File: config.mk
export PLATFORM = sky130hd
export DESIGN_NAME = spi_master_driver
export DESIGN_NICKNAME = d
export VERILOG_FILES = /design/src/rtl/spi_master_driver.sv
export SDC_FILE = /design/constraint.sdc
export NUM_CORES = 1
export LEC_CHECK = 0
export ABC_AREA = 1
export CORE_UTILIZATION = 30
export DETAILED_ROUTE_END_ITERATION = 8
export PLACE_DENSITY_LB_ADDON = 0.05
export SETUP_SLACK_MARGIN = 0.05
export SLEW_MARGIN = 10
export SYNTH_ARGS = -nofsm -noshare
export SYNTH_HDL_FRONTEND = slang
export SYNTH_SLANG_ARGS = --single-unit
File: constraint.sdc
create_clock -name clk -period 5.52 [get_ports clk]
set_input_delay 1.104 -clock clk [delete_from_list [all_inputs] [get_ports clk]]
set_output_delay 1.104 -clock clk [all_outputs]
set_load 0.005 [all_outputs]
File: src/rtl/spi_master_driver.sv
// SPI master: one byte per transfer, MSB first, all four CPOL/CPHA modes,
// with programmable sclk divider and chip-select setup/hold times.
module spi_master_driver #(
    parameter int unsigned CLK_DIV  = 4,
    parameter int unsigned CS_SETUP = 2,
    parameter int unsigned CS_HOLD  = 2
) (
    input  logic       clk,
    input  logic       rst,
    input  logic       start,
    input  logic [7:0] tx_data,
    input  logic [1:0] mode,
    output logic       busy,
    output logic       done,
    output logic [7:0] rx_data,
    output logic       sclk,
    output logic       mosi,
    input  logic       miso,
    output logic       cs_n
);

    typedef enum logic [1:0] {IDLE, SETUP, XFER, HOLD} state_t;

    localparam logic [7:0] SETUP_LAST = 8'(CS_SETUP - 1);
    localparam logic [7:0] DIV_LAST   = 8'(CLK_DIV - 1);
    localparam logic [7:0] HOLD_LAST  = 8'(CS_HOLD - 1);

    state_t     state, state_nxt;
    logic [7:0] cnt;
    logic [3:0] edge_cnt;
    logic       cpha_q;
    logic [7:0] tx_sh;
    logic [7:0] rx_sh;
    logic [7:0] rx_q;
    logic       sclk_q;
    logic       mosi_q;
    logic       done_q;

    logic setup_end;
    logic tick;
    logic last_edge;
    logic hold_end;

    always_comb begin
        setup_end = (state == SETUP) && (cnt == SETUP_LAST);
        tick      = (state == XFER)  && (cnt == DIV_LAST);
        last_edge = tick && (edge_cnt == 4'd15);
        hold_end  = (state == HOLD)  && (cnt == HOLD_LAST);
    end

    always_ff @(posedge clk or posedge rst) begin
        if (rst) begin
            state <= IDLE;
        end else begin
            state <= state_nxt;
        end
    end

    always_comb begin
        state_nxt = state;
        case (state)
            IDLE:    if (start)     state_nxt = SETUP;
            SETUP:   if (setup_end) state_nxt = XFER;
            XFER:    if (last_edge) state_nxt = HOLD;
            HOLD:    if (hold_end)  state_nxt = IDLE;
            default:                state_nxt = IDLE;
        endcase
    end

    always_comb begin
        busy    = (state != IDLE);
        cs_n    = (state == IDLE);
        // Idle clock polarity tracks the live mode input, but reset wins.
        sclk    = (state == IDLE) ? (mode[1] & ~rst) : sclk_q;
        mosi    = mosi_q;
        done    = done_q;
        rx_data = rx_q;
    end

    always_ff @(posedge clk or posedge rst) begin
        if (rst) begin
            cnt      <= '0;
            edge_cnt <= '0;
            cpha_q   <= 1'b0;
            tx_sh    <= '0;
            rx_sh    <= '0;
            rx_q     <= '0;
            sclk_q   <= 1'b0;
            mosi_q   <= 1'b0;
            done_q   <= 1'b0;
        end else begin
            done_q <= 1'b0;
            case (state)
                IDLE: begin
                    cnt      <= '0;
                    edge_cnt <= '0;
                    if (start) begin
                        tx_sh  <= tx_data;
                        rx_sh  <= '0;
                        cpha_q <= mode[0];
                        sclk_q <= mode[1];
                        if (!mode[0]) mosi_q <= tx_data[7];
                    end
                end
                SETUP: begin
                    cnt <= setup_end ? '0 : cnt + 8'd1;
                end
                XFER: begin
                    cnt <= tick ? '0 : cnt + 8'd1;
                    if (tick) begin
                        sclk_q   <= ~sclk_q;
                        edge_cnt <= last_edge ? '0 : edge_cnt + 4'd1;
                        // Even edge_cnt is a leading edge; CPHA picks which edge samples.
                        if (edge_cnt[0] == cpha_q) begin
                            rx_sh <= {rx_sh[6:0], miso};
                        end else if (cpha_q || (edge_cnt != 4'd15)) begin
                            mosi_q <= cpha_q ? tx_sh[7] : tx_sh[6];
                            tx_sh  <= {tx_sh[6:0], 1'b0};
                        end
                    end
                end
                HOLD: begin
                    cnt <= hold_end ? '0 : cnt + 8'd1;
                    if (hold_end) begin
                        done_q <= 1'b1;
                        rx_q   <= rx_sh;
                    end
                end
                default: cnt <= '0;
            endcase
        end
    end

endmodule

* After elaboration in Yosys (flattened, before gate mapping)
Index checks and enable logic that the tools add are counted.
** Word-level totals
- Register bits after elaboration :: 42
- Bits of input ports :: 14
- Output and inout bits :: 13
- Word-level logic and storage cells :: 82
** Operators by class
- Add/sub/neg operators :: 2
- Equal/unequal tests :: 17
- Muxes and demuxes :: 34
- Bitwise operators :: 3
- Reduce and logical (&&, ||, !) cells :: 16
** Operator list (number)
- two-way mux 8 bit :: 10
- one-hot mux 8 bit (2 select lines) :: 2
- one-hot mux 8 bit (4 select lines) :: 1
- != test 2 bit, second input constant :: 7
- two-way mux 1 bit :: 11
- adder 8 x 1 -> 8 bit, second input constant :: 1
- equality test 8 x 1 -> 1 bit, second input constant :: 1
- equality test 8 x 2 -> 1 bit, second input constant :: 1
- two-way mux 2 bit :: 4
- two-way mux 4 bit :: 2
- one-hot mux 2 bit (4 select lines) :: 1
- one-hot mux 4 bit (2 select lines) :: 1
- AND reduction 4 bit :: 2
- AND reduction 2 bit :: 3
- AND reduction 6 bit :: 1
- AND reduction 5 bit :: 1
- adder 4 x 1 -> 4 bit, second input constant :: 1
- equality test 2 bit, second input constant :: 2
- equality test 4 bit, second input constant :: 1
- logical AND 1 bit :: 4
- != test 2 x 1 -> 1 bit, second input constant :: 2
- != test 4 bit, second input constant :: 1
- one-hot mux 1 bit (2 select lines) :: 2
- nonzero test 2 bit :: 2
- other kinds (7) :: 8

* Logic depth before layout (Yosys ltp)
Gate-level depths: netlist (run 1).
- Depth after elaboration :: 6
- Mapped depth :: 11
- Mapped depth without buffers :: 10

* Worst setup path before layout (run 1)
No wires, ideal clock.
- Kind :: input-to-output
- Start :: in rst
- End :: out sclk
- Arrival time :: 2259 ps
- Data required time :: 4416 ps
- Path slack :: 2157 ps
- Stages :: 3
- Path buffers :: 0
- Path through :: inv_1 > nand3_1 > o21ai_0
** On the way
- Word-level cells in the longest chain between the ends :: 3
** RTL lines
- start, declared :: RTL line 9 : input logic rst,
- inverter 1 bit :: RTL line 74 : sclk = (state == IDLE) ? (mode[1] & ~rst) : sclk_q;
- AND 1 bit :: RTL line 74
- two-way mux 1 bit :: RTL line 74
- end, declared :: RTL line 16 : output logic sclk,
No other way between the ends.

* Final worst setup path (run 1)
Same ends and word-level chain as after synthesis.

==> impl_results.md, run 1 <==
- Met2 usage: 21.9%
- Ports: 27
- Drt pass-1 iters: 4
- Commonest cells post-synth: nand2_1, dfrtp_1, nor2_1, nand3_1, inv_1
- Initial antenna violation count: 0
- Largest net degree at the start of global routing: 43
- Root buffer cell: clkbuf_8
- Clk buf depth: 2
- VDD IR-drop max: around 0.18 mV
- Vias in the first global route: 1684
- Placer Congestion: 0.707
- Via Count: 1688
- Area of the die: 7500 sq um
- Wire per inst: 11.6 um
- Grt ovf: 0
- Die Width: about 87 um
- Final hold violation count: 0
- Synth Cell Area: about 2100 sq um
- Layer with the highest usage: met2
- Max Clk Rate: approximately 290 MHz
- Max Slew Vio Count: 0
- Cell Int Power: roughly 0.7 mW
- Critical Path Start Type: input pin
- Hold path depth: 2
- P_sw: 0.470 mW
- Arr. time, crit path: 2.32 ns
- CTS buffer count: 5
- Most frequent CP cell: clkdlybuf4s50_1
- Synth Instances: 266
- GRT Overall Usage: 14.1%
- Placed cells: 383
- Met3 usage: 3.14%
- H-tree Lvls: 2
- Slowest cell on crit path: clkdlybuf4s50_1
- I/O Buffers: 26
- Clk_lat worst skew: 0.29 ns
- Static Leak: 1.29 nW
- RSZ-0062 raised after global routing: false
- Num Clock Sinks: 42
- PwrDens: 441 nW/um^2
- Crit-path max FO: 2
- Total wire length: approximately 4500 um
- Area added between synthesis and finish: 21.5%
- Worst-path clk slew: 0.09 ns
- Cts repair resizes: 0
- Synth warn: 0
- Slew HR: a little over three fifths
- Cell Rows: 30
- R2R cell count: 9
- Total power: between 1 and 1.5 mW
- Antenna cells: 0
- Combinational Power Share: 42.7%
- CP endpoint kind: output pin
- Max Cap Violations: 0
- DRC: 0
- Synth Register Bits: 42
- Fraction of registers with async set/reset: 100%
- Iter 0 DRT Violations: 69
- Worst-Margin Slew: 0.560 ns
- Post-synthesis sequential area ratio: 48.9%
- Switching portion of total power: 40.8%
- Setup Fix Bufs, Post-CTS: 0
- Share of cells above drive strength 1: 7.12%
- Met1 usage: 19.5%
- First-pass GRT wire length: 8130 um
- Setup TNS: 0 ns
- EDFF count, synth: 0
- Hpwl dp: 3060 um
- Synth top area cells: dfrtp_1, nand2_1, ha_1
- Yosys cell types: 27
- Tmin final: 3.43 ns
- Worst hold path class: flop to flop
- Mapped Nets: 288
- CTS tree: built
- Clk pwr share: 21.3%
- Prevailing post-synth register cell: dfrtp_1
- Status: finished clean
- Syn avg cell area: 8.08 sq um
- Final setup vio count: 0
- Largest area contributor in the netlist: dfrtp_1
- Layout Cells excl Fill: 391
- Hold buffer count at CTS: 0
- Period utilization: 62.1%
- Die height: 86.6 um
- Critical Path Max Stage Delay: roughly 0.47 ns
- Starting Density: a little under a third
- Share of power burned in registers: a little over a third
- Nets: 316
- Worst Skew: 0.00557 ns
- Top cell type's share of synthesized area: 48.9%
- Core area: 6870 sq um
- Crit Path Category: input pin to output pin
- Crit-path cells: clkdlybuf4s50_1, clkinv_1, nand3_1, o21ai_0, clkdlybuf4s50_1
- Final antenna-violating net count: 0
- Vias per inst: 4.32
- Critical Path RT: ~4.4 ns
- Count leader, synth: nand2_1
## per-stage QoR
step | setup WS (ns) | util (%) | instance area [sq um] | hold WS [ns]
after CTS | 2.07 | 38.0 | 2610 | 0.482
after global placement | 2.07 | 36.4 | 2500 | 0.455
after global routing | 2.03 | 38.0 | 2610 | 0.496
final | 2.09 | 38.0 | 2610 | 0.476
after floorplan | 2.16 | - | 2150 | 0.442
after detailed placement | 2.09 | 36.4 | 2500 | 0.459
## layer usage
metal | vias up | share of wire (%)
met4 | 0 | 1.2
met1 | 760 | 53
met3 | 4 | 2.7
met5 | - | 0
met2 | 26 | 43
li1 | 898 | -
## area by class of cell
cell class	count	area, sq um
Clock buffer	6	72.6
Inverter	16	60.1
Multi-Input combinational cell	201	995
Tap cell	96	120
Clock inverter	2	37.5
Sequential cell	42	1050
Timing Repair Buffer	28	275
Fill cell	726	4260
## power by group through the flow
stage	combinational, mW	clock [mW]	sequential (mW)
3_3_place_gp	0.505	0	0.422
4_1_cts	0.507	0.257	0.416
6_report	0.492	0.245	0.415
3_5_place_dp	0.507	0	0.421
2_1_floorplan	0.378	0	0.412
5_1_grt	0.578	0.270	0.427
## critical path: cells and delay by family
kind,cells,cell delay (ns)
simple gates,1,0.09
compound gates,1,0.07
buf+inv,3,1.05
## registers in the layout, indices dropped and copies added, names as in the netlist
register,flops
rx_data,8
tx_sh,8
edge_cnt,4
state,2
done,1
sclk_q,1
cpha_q,1
rx_sh,8
cnt,8
mosi,1
## cells by family after synthesis
group	after synthesis	share of synthesized area, %
AOI/OAI and AO/OA	13	3.44
xor gates and xnor gates	6	2.45
adders and majority gates	8	4.66
buffers and inverters	23	4.78
DFF	42	48.9
muxes	1	0.466
and+or+nand+nor	173	35.3
## worst paths after layout
path,endpoint,slack [ns],startpoint
setup / recovery,sclk,2.09,rst
hold / removal,tx_sh[0]$_DFFE_PP0P_,0.48,tx_sh[0]$_DFFE_PP0P_
setup reg to reg,tx_sh[4]$_DFFE_PP0P_,3.06,state[0]$_DFFE_PP0P_
hold reg to reg,tx_sh[0]$_DFFE_PP0P_,0.48,tx_sh[0]$_DFFE_PP0P_
max in group asynchronous,cnt[6]$_DFF_PP0_,3.80,rst
min in group asynchronous,rx_sh[2]$_DFFE_PP0P_,1.35,rst
## cells in the final DEF, fill, tap and decap left out, drive strengths merged, types with 4 or more instances in the layout
| cell type | instances |
|---|---|
| clkbuf | 6 |
| nand4 | 5 |
| nand2 | 115 |
| nor2 | 26 |
| xor2 | 4 |
| clkdlybuf4s50 | 26 |
| o21ai | 9 |
| nand3 | 17 |
| inv | 14 |
| nand3b | 10 |
| dfrtp | 42 |
| ha | 8 |
No activity file was read; power rests on OpenSTA's default activity.
==> inputs of run 2 (changes only) <==
==> constraint.sdc (replaced) <==
create_clock -name clk -period 2.9 [get_ports clk]
set_input_delay 0.58 -clock clk [delete_from_list [all_inputs] [get_ports clk]]
set_output_delay 0.58 -clock clk [all_outputs]
set_load 0.005 [all_outputs]
==> run 2 against run 1 <==
- sequential power is 91% higher
- flip-flop and latch count did not move
- clock skew increased by 0.0011 ns
- wire length shrank 0.11%
- register-to-register slack worse by 2.1 ns
- utilization unchanged
- first-iteration DRC count rose by 42%
- count of clock-buffer cells in the layout unchanged
- total power increased by 87%
- critical path type is now flop to output pin
- largest power group unchanged
==> impl_results.md, run 2 (synthesized netlist as in run 1, its figures left out) <==
- Final worst slack: 0.462 ns (was 2.09 ns)
- GRT Overall Usage: 14.1% (about the same)
- Clk buf depth: 2 (unchanged)
- VDD IR-drop max: 0.368 mV (was 0.179 mV)
- Grt ovf: 0 (unchanged)
- Hold buffer count at CTS: 0 (unchanged)
- Placed cells: 385 (was 383)
- Status: finished clean (unchanged)
- Arr. time, crit path: 1.86 ns (was 2.32 ns)
- Worst r2r src: state[0]$_DFFE_PP0P_ (unchanged)
- Share of cells above drive strength 1: 8.08% (was 7.12%)
- CP endpoint kind: output pin (unchanged)
- Static Leak: 1.30 nW (was 1.29 nW)
- Hold path depth: 2 (unchanged)
- Post-placement setup slack: 0.512 ns (was 2.09 ns)
- Met2 usage: 21.4% (was 21.9%)
- Met1 usage: 19.9% (was 19.5%)
- Crit-path cells: inv_1, ha_1, nand3_1, o21ai_0, clkdlybuf4s50_1 (was clkdlybuf4s50_1, clkinv_1, nand3_1, o21ai_0, clkdlybuf4s50_1)
- Layer with the highest usage: met2 (unchanged)
- Final setup vio count: 0 (unchanged)
- Critical Path Max Stage Delay: 0.52 ns (was 0.47 ns)
- Hold Slack: 0.478 ns (was 0.476 ns)
- Antenna cells: 0 (unchanged)
- Cell Rows: 30 (unchanged)
- Initial antenna violation count: 0 (unchanged)
- Slowest cell on crit path: clkdlybuf4s50_1 (unchanged)
- Area added between synthesis and finish: 21.5% (unchanged)
- First-pass GRT wire length: 8150 um (was 8130 um)
- Setup TNS: 0 ns (unchanged)
- Hold_sp: tx_sh[5]$_DFFE_PP0P_ (was tx_sh[0]$_DFFE_PP0P_)
- Placer Congestion: 0.701 (was 0.707)
- Via Count: 1722 (was 1688)
- Wire per inst: 11.5 um (was 11.6 um)
- Worst-Margin Slew: 0.553 ns (was 0.560 ns)
- RSZ-0062 raised after global routing: false (unchanged)
- R2r endpoint: tx_sh[7]$_DFFE_PP0P_ (was tx_sh[4]$_DFFE_PP0P_)
- Iter 0 DRT Violations: 98 (was 69)
- CTS tree: built (unchanged)
- Num Clock Sinks: 42 (unchanged)
- Core area: 6870 sq um (unchanged)
- R2R cell count: 9 (unchanged)
- Largest net degree at the start of global routing: 43 (unchanged)
- Worst-path clk slew: 0.08 ns (was 0.09 ns)
- Starting Density: 31.3% (unchanged)
- Die height: 86.6 um (unchanged)
- Crit-path max FO: 8 (was 2)
- Max Slew Vio Count: 0 (unchanged)
- Slew HR: 63.1% (was 62.7%)
- H-tree Lvls: 2 (unchanged)
- Ports: 27 (unchanged)
- Root buffer cell: clkbuf_8 (unchanged)
- Max Clk Rate: about 410 MHz
- R2R Setup Slk: 0.95 ns (was 3.06 ns)
- Max Cap Violations: 0 (unchanged)
- Hpwl dp: 3140 um (was 3060 um)
- Vias in the first global route: 1685 (was 1684)
- Total wire length: 4530 um (was 4540 um)
- I/O Buffers: 26 (unchanged)
- Final hold violation count: 0 (unchanged)
- Drt pass-1 iters: 4 (unchanged)
- CTS buffer count: 5 (unchanged)
- Met3 usage: 3.52% (was 3.14%)
- Layout Cells excl Fill: 393 (was 391)
- Vias per inst: 4.38 (was 4.32)
- Fill cell count: 737 (was 726)
- Die Width: 86.6 um (unchanged)
- Worst Skew: 0.00669 ns (was 0.00557 ns)
- Clk_lat worst skew: 0.30 ns (was 0.29 ns)
- Final antenna-violating net count: 0 (unchanged)
- Period utilization: 84.1%
- PwrDens: 827 nW/um^2 (was 441 nW/um^2)
- Crit Path Category: flop to output pin (was input pin to output pin)
- Most common cell after layout, fill and taps aside: nand2_1 (unchanged)
- Critical Path RT: 2.32 ns (was 4.42 ns)
- Final Util: 38.0% (unchanged)
- Hold Path End: tx_sh[5]$_DFFE_PP0P_ (was tx_sh[0]$_DFFE_PP0P_)
- Cts repair resizes: 0 (unchanged)
- Commonest non-fill, non-tap cells in the layout: nand2_1, dfrtp_1, clkdlybuf4s50_1 (unchanged)
- Area of the die: 7500 sq um (unchanged)
- Worst hold path class: flop to flop (unchanged)
- Tmin final: 2.44 ns
- Critical Path Start Type: flop (was input pin)
- DRC: 0 (unchanged)
- Setup Fix Bufs, Post-CTS: 0 (unchanged)
- Nets: 318 (was 316)
-- run 2: changes by cell type in the layout (fill, tap and decap cells not counted) --
cell and delta:
buf_4 +2, clkbuf_1 -1, clkinv_2 +1, clkbuf_8 +1, bufinv_16 -1
-- run 2: final cells by class --
type	instances	area (sq um)	share of cell area, %
clock buffer	6	82.6	3.16
tap	96	120	4.60
timing repair buffer	30	290	11.1
inverter	16	60.1	2.30
multi-input combinational	201	995	38.1
clock inverter	2	12.5	0.479
sequential	42	1050	40.2
-- run 2: metal layers --
metal | wire [um] | part of all wire [%] | vias to the layer above
met1 | 2370 | 52 | 787
met3 | 152 | 3.4 | 5
li1 | - | - | 898
met2 | 1950 | 43 | 32
met5 | 0 | 0 | -
met4 | 55 | 1.2 | 0
-- run 2: how the worst max path moves through the flow --
| stage | from | end | slack [ns] | depth (start not counted) |
|---|---|---|---|---|
| floorplan | rst | sclk | 0.58 | 3 |
| global placement | rst | sclk | 0.50 | 5 |
| detailed placement | rst | sclk | 0.51 | 5 |
| CTS | state[0]$_DFFE_PP0P_ | sclk | 0.44 | 5 |
| global route | state[0]$_DFFE_PP0P_ | sclk | 0.34 | 5 |
| finish | state[0]$_DFFE_PP0P_ | sclk | 0.46 | 5 |
-- run 2: worst max-delay path, delay by kind of cell, from the launching register on --
family	cells	cell delay [ns]
flip-flops	1	0.42
adder cells (fa/ha/maj)	1	0.32
buffers and inverters	2	0.64
AO/OA/AOI/OAI	1	0.08
AND/OR/NAND/NOR	1	0.11
-- run 2: through the flow --
stage / cell area [sq um] / power [mW]
floorplan: 2150 / 1.50
global placement: 2520 / 1.79
detailed placement: 2520 / 1.78
CTS: 2610 / 2.20
global route: 2610 / 2.37
finish: 2610 / 2.16
-- run 2: power breakdown --
part | switching [mW] | leakage (nW) | internal (mW) | total [mW]
Combinational | 0.612 | 0.684 | 0.352 | 0.964
Sequential | 0.0800 | 0.565 | 0.711 | 0.791
Clock | 0.212 | 0.0472 | 0.192 | 0.403
==> inputs of run 3 (changes only) <==
==> constraint.sdc (replaced) <==
create_clock -name clk -period 2.5 [get_ports clk]
set_input_delay 0.5 -clock clk [delete_from_list [all_inputs] [get_ports clk]]
set_output_delay 0.5 -clock clk [all_outputs]
set_load 0.005 [all_outputs]
==> run 3 against run 2 <==
- first-iteration DRC count down 27%
- global-route usage down 0.70 points
- count of clock-buffer cells in the layout down 1
- via count down 0.46%
- flip-flop and latch count unchanged
- hold slack better by 0.0020 ns
- die area unchanged
- sequential power up 16%
- combinational power up 20%
==> impl_results.md, run 3 (synthesized netlist as in run 1, its figures left out) <==
- Status: finished clean (unchanged)
- Clk_lat worst skew: 0.30 ns (about the same)
- Cts repair resizes: 0 (unchanged)
- Post-placement setup slack: 0.284 ns (was 0.512 ns)
- CP endpoint kind: output pin (unchanged)
- Worst-path clk slew: 0.09 ns (was 0.08 ns)
- Total wire length: 4510 um (was 4530 um)
- Tmin final: 2.27 ns
- CTS tree: built (unchanged)
- Core area: 6870 sq um (unchanged)
- Cell Int Power: 1.47 mW (was 1.25 mW)
- Die Width: 86.6 um (unchanged)
- R2R Setup Slk: 0.75 ns (was 0.95 ns)
- Crit-path max FO: 8 (unchanged)
- Ports: 27 (unchanged)
- Clk buf depth: 2 (unchanged)
- Area of the die: 7500 sq um (unchanged)
- Crit Path Category: flop to output pin (unchanged)
- Hold buffer count at CTS: 0 (unchanged)
- Final hold violation count: 0 (unchanged)
- Final worst slack: 0.233 ns (was 0.462 ns)
- Root buffer cell: clkbuf_8 (unchanged)
- Static Leak: 1.30 nW (about the same)
- Worst hold path class: flop to flop (unchanged)
- Metal3 WL: 171 um (was 152 um)
- Top routing layer in use: met4 (unchanged)
- Worst-Margin Slew: 0.551 ns (was 0.553 ns)
- First-pass GRT wire length: 7850 um (was 8150 um)
- Drt pass-1 iters: 4 (unchanged)
- Arr. time, crit path: 1.77 ns (was 1.86 ns)
- Dpl cell area: 2530 sq um (was 2520 sq um)
- Via Count: 1714 (was 1722)
- DRT met1 WL: 2430 um (was 2370 um)
- Worst Skew: 0.0100 ns (was 0.00669 ns)
- Antenna cells: 0 (unchanged)
- Wire per inst: 11.4 um (was 11.5 um)
- Setup Fix Bufs, Post-CTS: 0 (unchanged)
- Largest net degree at the start of global routing: 43 (unchanged)
- Vias per inst: 4.34 (was 4.38)
- GRT Overall Usage: 13.4% (was 14.1%)
- Num Clock Sinks: 42 (unchanged)
- Critical Path Start Type: flop (unchanged)
- Share of cells above drive strength 1: 9.03% (was 8.08%)
- RSZ-0062 raised after global routing: false (unchanged)
- Most common cell after layout, fill and taps aside: nand2_1 (unchanged)
- P_sw: 1.08 mW (was 0.904 mW)
- VDD IR-drop max: 0.478 mV (was 0.368 mV)
- Switching portion of total power: 42.3% (was 41.9%)
- Share of power burned in registers: 36.1% (was 36.6%)
- Hold Slack: 0.480 ns (was 0.478 ns)
- Combinational Power Share: 45.6% (was 44.7%)
- Clk pwr share: 18.3% (was 18.7%)
- Finished Cell Area: 2630 sq um (was 2610 sq um)
- Critical Path RT: 2.00 ns (was 2.32 ns)
- Vias in the first global route: 1606 (was 1685)
- Cell Rows: 30 (unchanged)
- Max Clk Rate: 441 MHz
- Period utilization: approximately nine tenths
- Placer Congestion: 0.694 (was 0.701)
- I/O Buffers: 26 (unchanged)
- PwrDens: 968 nW/um^2 (was 827 nW/um^2)
- Die height: 86.6 um (unchanged)
- Starting Density: 31.3% (unchanged)
- WL met2: 1840 um (was 1950 um)
- Max Slew Vio Count: 0 (unchanged)
- Slew HR: 63.3% (was 63.1%)
- Final antenna-violating net count: 0 (unchanged)
- Initial antenna violation count: 0 (unchanged)
- Max Cap Violations: 0 (unchanged)
- Hpwl dp: 3130 um (was 3140 um)
- Setup TNS: 0 ns (unchanged)
- Commonest non-fill, non-tap cells in the layout: nand2_1, dfrtp_1, clkdlybuf4s50_1 (unchanged)
- Area added between synthesis and finish: 22.2% (was 21.5%)
- DRC: 0 (unchanged)
- Final setup vio count: 0 (unchanged)
- Iter 0 DRT Violations: 72 (was 98)
- CTS buffer count: 5 (unchanged)
- H-tree Lvls: 2 (unchanged)
- Grt ovf: 0 (unchanged)
- Nets: 320 (was 318)
run 3: metal layers:
metal  GRT usage, %  up-vias
met5              0        -
met2           19.8       39
met1           19.4      766
li1               -      903
met4           4.55        0
met3           2.95        6
run 3: stage by stage:
stage | instances | power, mW | util [%]
after floorplan | 266 | 1.74 | -
after global placement | 387 | 2.12 | 36.8
after detailed placement | 387 | 2.11 | 36.8
after CTS | 395 | 2.59 | 38.2
after global routing | 395 | 2.78 | 38.2
final | 395 | 2.54 | 38.2
run 3: final timing paths:
path | start | to | depth (start not counted)
min | tx_sh[0]$_DFFE_PP0P_ | tx_sh[0]$_DFFE_PP0P_ | 2
min in group asynchronous | rst | edge_cnt[2]$_DFFE_PP0P_ | 3
max reg2reg | state[1]$_DFFE_PP0P_ | rx_sh[6]$_DFFE_PP0P_ | 10
max in group asynchronous | rst | cpha_q$_DFFE_PP0P_ | 3
min reg2reg | tx_sh[0]$_DFFE_PP0P_ | tx_sh[0]$_DFFE_PP0P_ | 2
max | state[1]$_DFFE_PP0P_ | sclk | 5
run 3: critical path: stages, from the launching register on:
cell and delay, ns:
dfrtp_1 0.42, inv_1 0.11, ha_2 0.26, nand3_1 0.08, o21ai_0 0.08, clkdlybuf4s50_1 0.52
run 3: final cells by class:
class,instances,area (sq um)
fill,720,4240
sequential,42,1050
multi-input combinational,201,997
timing repair buffer,32,305
tap,96,120
clock buffer,5,68.8
inverter,16,60.1
clock inverter,3,23.8
run 3: power by group through the flow:
| stage | logic [mW] | clock network, mW | registers [mW] |
|---|---|---|---|
| 2_1_floorplan | 0.834 | 0 | 0.910 |
| 3_3_place_gp | 1.19 | 0 | 0.929 |
| 3_5_place_dp | 1.18 | 0 | 0.927 |
| 4_1_cts | 1.18 | 0.490 | 0.919 |
| 5_1_grt | 1.33 | 0.517 | 0.936 |
| 6_report | 1.16 | 0.465 | 0.918 |
